--- src/rtl/demux_if.sv ---
// Control pins of the external latched-address analog multiplexer.
interface demux_if;
  logic [4:0] set_ch;
  logic       ena;
  logic       cs;
  logic       wr;

  modport master (output set_ch, ena, cs, wr);
  modport slave  (input  set_ch, ena, cs, wr);
endinterface

--- src/rtl/demux.sv ---
// Channel sequencer for a 32:1 latched-address analog mux: prescaled stepping plus CS/WR strobes.
// Optional DEMUX_HOLD_EN adds a `hold` input that suspends tick-driven stepping.
module demux #(
  parameter logic [23:0] CLK_DIVIDER = 24'd1200000,
  parameter int          NUM_CH      = 32,
  parameter int          WR_PULSE    = 2
) (
  input  logic     clk,
  input  logic     rst,
`ifdef DEMUX_HOLD_EN
  input  logic     hold,
`endif
  demux_if.master  mux
);

  typedef enum logic [1:0] {IDLE, SETUP, WRITE, HOLD} state_t;

  // 0 and 1 collapse to a terminal count of 0, giving a tick every cycle
  localparam logic [23:0] DIV_LAST = (CLK_DIVIDER <= 24'd1) ? 24'd0 : CLK_DIVIDER - 24'd1;
  localparam logic [4:0]  CH_LAST  = 5'(NUM_CH - 1);
  localparam logic [3:0]  WR_LAST  = 4'(WR_PULSE - 1);

  logic [23:0] r_div_cnt;
  logic [3:0]  r_wcnt;
  logic [4:0]  r_set_ch;
  logic        r_cs, r_wr, r_ena;
  logic        r_pending, r_first;
  state_t      r_state, w_state_nxt;
  logic        w_tick, w_hold, w_go;
  logic        w_cs_nxt, w_wr_nxt;

`ifdef DEMUX_HOLD_EN
  assign w_hold = hold;
`else
  assign w_hold = 1'b0;
`endif

  assign w_tick = (r_div_cnt == DIV_LAST);
  // the initial write ignores hold; later steps need a tick or a queued one
  assign w_go   = r_first | (~w_hold & (w_tick | r_pending));

  always_ff @(posedge clk or negedge rst) begin
    if (!rst) r_div_cnt <= '0;
    else      r_div_cnt <= w_tick ? '0 : r_div_cnt + 24'd1;
  end

  always_ff @(posedge clk or negedge rst) begin
    if (!rst) r_state <= IDLE;
    else      r_state <= w_state_nxt;
  end

  always_comb begin
    w_state_nxt = r_state;
    case (r_state)
      IDLE:    if (w_go) w_state_nxt = SETUP;
      SETUP:   w_state_nxt = WRITE;
      WRITE:   if (r_wcnt == WR_LAST) w_state_nxt = HOLD;
      HOLD:    w_state_nxt = IDLE;
      default: w_state_nxt = IDLE;
    endcase
  end

  // outputs decoded from the next state and then registered, so pins track the state
  always_comb begin
    w_cs_nxt = 1'b1;
    w_wr_nxt = 1'b1;
    case (w_state_nxt)
      SETUP:   w_cs_nxt = 1'b0;
      WRITE:   begin w_cs_nxt = 1'b0; w_wr_nxt = 1'b0; end
      HOLD:    w_cs_nxt = 1'b0;
      default: ;
    endcase
  end

  always_ff @(posedge clk or negedge rst) begin
    if (!rst) begin
      r_cs <= 1'b1;
      r_wr <= 1'b1;
    end else begin
      r_cs <= w_cs_nxt;
      r_wr <= w_wr_nxt;
    end
  end

  always_ff @(posedge clk or negedge rst) begin
    if (!rst) r_wcnt <= '0;
    else      r_wcnt <= (r_state == WRITE) ? r_wcnt + 4'd1 : 4'd0;
  end

  // ticks landing while busy collapse into a single queued step
  always_ff @(posedge clk or negedge rst) begin
    if (!rst)                   r_pending <= 1'b0;
    else if (r_state != IDLE) begin
      if (w_tick && !w_hold)    r_pending <= 1'b1;
    end else if (w_go)          r_pending <= 1'b0;
  end

  always_ff @(posedge clk or negedge rst) begin
    if (!rst) r_set_ch <= '0;
    else if (r_state == IDLE && w_go)
      r_set_ch <= (r_first || r_set_ch == CH_LAST) ? 5'd0 : r_set_ch + 5'd1;
  end

  always_ff @(posedge clk or negedge rst) begin
    if (!rst) begin
      r_first <= 1'b1;
      r_ena   <= 1'b0;
    end else if (r_state == HOLD && r_first) begin
      r_first <= 1'b0;
      r_ena   <= 1'b1;
    end
  end

  assign mux.set_ch = r_set_ch;
  assign mux.cs     = r_cs;
  assign mux.wr     = r_wr;
  assign mux.ena    = r_ena;

endmodule

--- src/flat_wrapper.sv ---
// flat-port wrapper written by rule: the top's interface ports become plain ports
module demux_flat 
#(
  parameter logic [23:0] CLK_DIVIDER = 24'd1200000,
  parameter int          NUM_CH      = 32,
  parameter int          WR_PULSE    = 2
)
  (clk, rst, mux_set_ch, mux_ena, mux_cs, mux_wr);
  demux_if mux_i ();
  input  logic clk;
  input  logic rst;
  output wire logic [$bits(mux_i.set_ch)-1:0] mux_set_ch;
  output wire logic [$bits(mux_i.ena)-1:0] mux_ena;
  output wire logic [$bits(mux_i.cs)-1:0] mux_cs;
  output wire logic [$bits(mux_i.wr)-1:0] mux_wr;
  assign mux_set_ch = mux_i.set_ch;
  assign mux_ena = mux_i.ena;
  assign mux_cs = mux_i.cs;
  assign mux_wr = mux_i.wr;
  demux #(.CLK_DIVIDER(CLK_DIVIDER), .NUM_CH(NUM_CH), .WR_PULSE(WR_PULSE)) u_core (.clk(clk), .rst(rst), .mux(mux_i));
endmodule
--- config.mk ---
export PLATFORM = sky130hd
export DESIGN_NAME = demux_flat
export DESIGN_NICKNAME = d
export VERILOG_FILES = /design/src/rtl/demux_if.sv /design/src/rtl/demux.sv /design/src/flat_wrapper.sv
export SDC_FILE = /design/constraint.sdc
export NUM_CORES = 1
export LEC_CHECK = 0
export CAP_MARGIN = 30
export CORE_ASPECT_RATIO = 0.6
export CORE_MARGIN = 3
export CORE_UTILIZATION = 25
export DETAILED_ROUTE_END_ITERATION = 16
export DONT_BUFFER_PORTS = 1
export PLACE_DENSITY = 0.39
export SYNTH_ARGS = -nofsm -noshare
export SYNTH_HDL_FRONTEND = slang
export SYNTH_SLANG_ARGS = --single-unit
--- constraint.sdc ---
create_clock -name clk -period 4 [get_ports clk]
set_input_delay 0.4 -clock clk [delete_from_list [all_inputs] [get_ports clk]]
set_output_delay 0.4 -clock clk [all_outputs]
set_load 0.01 [all_outputs]
==> impl_results.md <==
- H-tree level count: 2
- Synth Area in Compound Gates: 6.974%
- Die Span X: 120.2 um
- Clock buffer depth: 2
- CTS tree: built
- Fmax achieved: 0.4408 GHz
- Initial antenna violation count: 0
- Worst-path maximum fanout: 8
- Vias in the first global route: 1328
- Worst Tran Pin Value: 0.6790 ns
- CP Class: register to register
- Pre-antenna DRT Iters: 4
- Crit path DAT: 2.45 ns
- Worst path required time: 4.18 ns
- Rel. slew slack: 54.38%
- Overall Global Routing Usage: 10.09%
- WL per Instance: 13.87 um
- Die span in y: 74.51 um
- First-pass GRT wire length: 6.920 mm
- Max-cap violations: 0
- Synth Area in Adders: 5.758%
- Aggregate routed wire length: 4.023 mm
- Root Buffer: clkbuf_16
- Clock Latency Late Sink: 0.29 ns
- Fraction of registers with async set/reset: 100.0%
- Inserted Diodes: 0
- Syn Inst Count: 181
- DIE AREA: 8955 um2
- EDFF count, synth: 0
- Postcts setup bufs: 0
- Number of I/O port buffers: 0
- Yosys warning total: 0
- Largest net degree at the start of global routing: 41
- Post-Place Setup Slack: 1.746 ns
- Critical Path Sink Type: register
- Final setup fails: 0
- Vias: 1345
- Status: complete, no violations
- RSZ-0062 raised after global routing: false
- Final worst path period share: 56.71%
- XOR/XNOR Fraction of Synth Area: 9.405%
- Layout cells sized above 1: 11.29%
- DR iter-0 viols: 153
- Via/cell ratio: 4.638
- Antenna Nets Post-Route: 0
- Clock slew at reported path FFs: 0.06 ns
- Core Region: 7417 um2
- Final hold vios: 0
- Sequential share of the synthesized area: 51.38%
- Nets: 196
- Syn avg cell area: 10.80 um2
- Leak: 0.0009710 uW
- Synth Register Bits: 40
- Mapped Nets: 192
- Synth-to-Final Area Change: 15.10%
- GRT overflow: 0
- Synth Area in Simple Gates: 23.99%
- Slew Viols, Final: 0
- Synth Flop Type: dfrtp_1
- Synthesized cell area: 1956 um2
- Setup tns final: 0 ns
- Drt drc: 0
- Fin worst setup slack: 1.732 ns
- Worst hold slack: 0.4878 ns
- # rows: 24
- Final min period: 2.268 ns
- Largest family of logic cells by synthesized area: simple AND/OR/NAND/NOR gates
- HPWL Detailed: 2.818 mm
- CTS sink count: 40
- Distinct cells, synth: 41
- GPL Wtd Cong: 0.7286
- Num CTS Buffers: 5
- Crit start category: register
- Initial Util: 26.37%
- Setup Skew: 0.009540 ns
- Power Density: 368.7 nW/um2
- IO Count: 10
- Max IR drop VDD: 0.1400 mV
- Hold Path Class: register to register
- Fill count: 728
- Mux cell area share after synthesis: 0%
[critical path: stages (launching register included)]
cell      delay, ns
dfrtp_1        0.44
or4_1          0.56
nor4_2         0.22
a31oi_2        0.24
or3b_4         0.44
o311ai_1       0.27
[synth_stat cells (2+ instances only)]
library cell,count,area share (%)
a21oi_1,3,0.77
and2_1,3,0.96
and3_1,3,0.96
and3_2,2,0.77
clkbuf_1,5,0.96
dfrtp_1,37,47
dfstp_2,3,4.0
ha_1,9,5.8
inv_1,8,1.5
nand2_1,12,2.3
nand2b_1,4,1.3
nand3_1,11,2.8
nand3b_1,4,1.5
nand4_1,9,2.9
nor2_1,11,2.1
nor2b_1,5,1.6
nor3_1,4,1.0
o21ai_0,4,1.0
o311ai_1,2,0.90
or3_1,2,0.64
xnor2_1,11,4.9
xor2_1,10,4.5
[area by class of cell]
cell class              instances  area, um2  share of cell area (%)
flip-flops and latches         40       1005                   44.64
multi-input cells             128      902.1                   40.08
clock buffers                   6      138.9                   6.170
well taps                     104      130.1                   5.781
repair buffers                  2      30.03                   1.334
inverters                       8      30.03                   1.334
clock inverters                 2      15.01                  0.6670
[where the power goes]
part           internal [uW]  switching [uW]  leakage (uW)
logic                   2.69            8.28      0.000368
clock network            248             166     0.0000691
registers                405               0      0.000534
[worst paths after layout]
path | startpoint | endpoint | slack (ns) | depth (start not counted)
max reg2reg | u_core.r_div_cnt[16] | u_core.mux.set_ch[0] | 1.73 | 5
min in group asynchronous | rst | u_core.r_div_cnt[23] | 0.57 | 2
max | u_core.r_div_cnt[16] | u_core.mux.set_ch[0] | 1.73 | 5
min | u_core.r_div_cnt[0] | u_core.r_div_cnt[0] | 0.49 | 1
min reg2reg | u_core.r_div_cnt[0] | u_core.r_div_cnt[0] | 0.49 | 1
max in group asynchronous | rst | u_core.mux.wr | 3.16 | 2
[kinds of logic (layout without fill, tap and decap cells)]
family / Yosys count / after routing
DFF: 40 / 40
adders and majority gates: 9 / 9
xor gates and xnor gates: 21 / 21
and+or+nand+nor: 80 / 80
AOI/OAI and AO/OA: 18 / 18
buffers and inverters: 13 / 18
[metrics by stage]
stage          utilization (%)  std cells  instance area (um2)  power (uW)
2_1_floorplan                -        181                 1956       412.2
3_3_place_gp             27.87        280                 2067       412.1
3_5_place_dp             27.87        280                 2067       412.2
4_1_cts                  30.35        290                 2251       839.6
5_1_grt                  30.35        290                 2251       859.6
6_report                 30.35        290                 2251       829.9
[layout by cell type (no fill, tap or decap), types with 2 or more instances in the layout]
cell | netlist | final
dfrtp_1 | 37 | 37
nand2_1 | 12 | 12
nand3_1 | 11 | 11
xnor2_1 | 11 | 11
nor2_1 | 11 | 11
xor2_1 | 10 | 10
nand4_1 | 9 | 9
ha_1 | 9 | 9
inv_1 | 8 | 8
nor2b_1 | 5 | 5
clkbuf_16 | 0 | 5
nor3_1 | 4 | 4
o21ai_0 | 4 | 4
nand3b_1 | 4 | 4
nand2b_1 | 4 | 4
and3_1 | 3 | 3
and2_1 | 3 | 3
a21oi_1 | 3 | 3
dfstp_2 | 3 | 3
and3_2 | 2 | 2
or3_1 | 2 | 2
o311ai_1 | 2 | 2
clkinvlp_4 | 0 | 2
[metal layers]
| layer | up-vias | GRT usage [%] | share of wire [%] |
|---|---|---|---|
| met4 | 0 | 4.315 | 1.6 |
| met1 | 665 | 14.77 | 51 |
| met2 | 27 | 13.87 | 42 |
| li1 | 645 | - | - |
| met5 | - | 0 | 0 |
| met3 | 8 | 2.812 | 5.3 |
[state kept, by name, summed over array words and instances, names as in the netlist]
signal and flops:
u_core.mux.wr 1, u_core.r_state 2, u_core.r_div_cnt 24, u_core.mux.ena 1, u_core.r_first 1, u_core.mux.cs 1
u_core.mux.set_ch 5, u_core.r_wcnt 4, u_core.r_pending 1
[repair_timing]
action / CTS / global route
hold buffers: 2 / 0
endpoints found under the hold margin: 40 / 0
resized for setup: 0 / 0
Power figures use the tool's default switching activity.
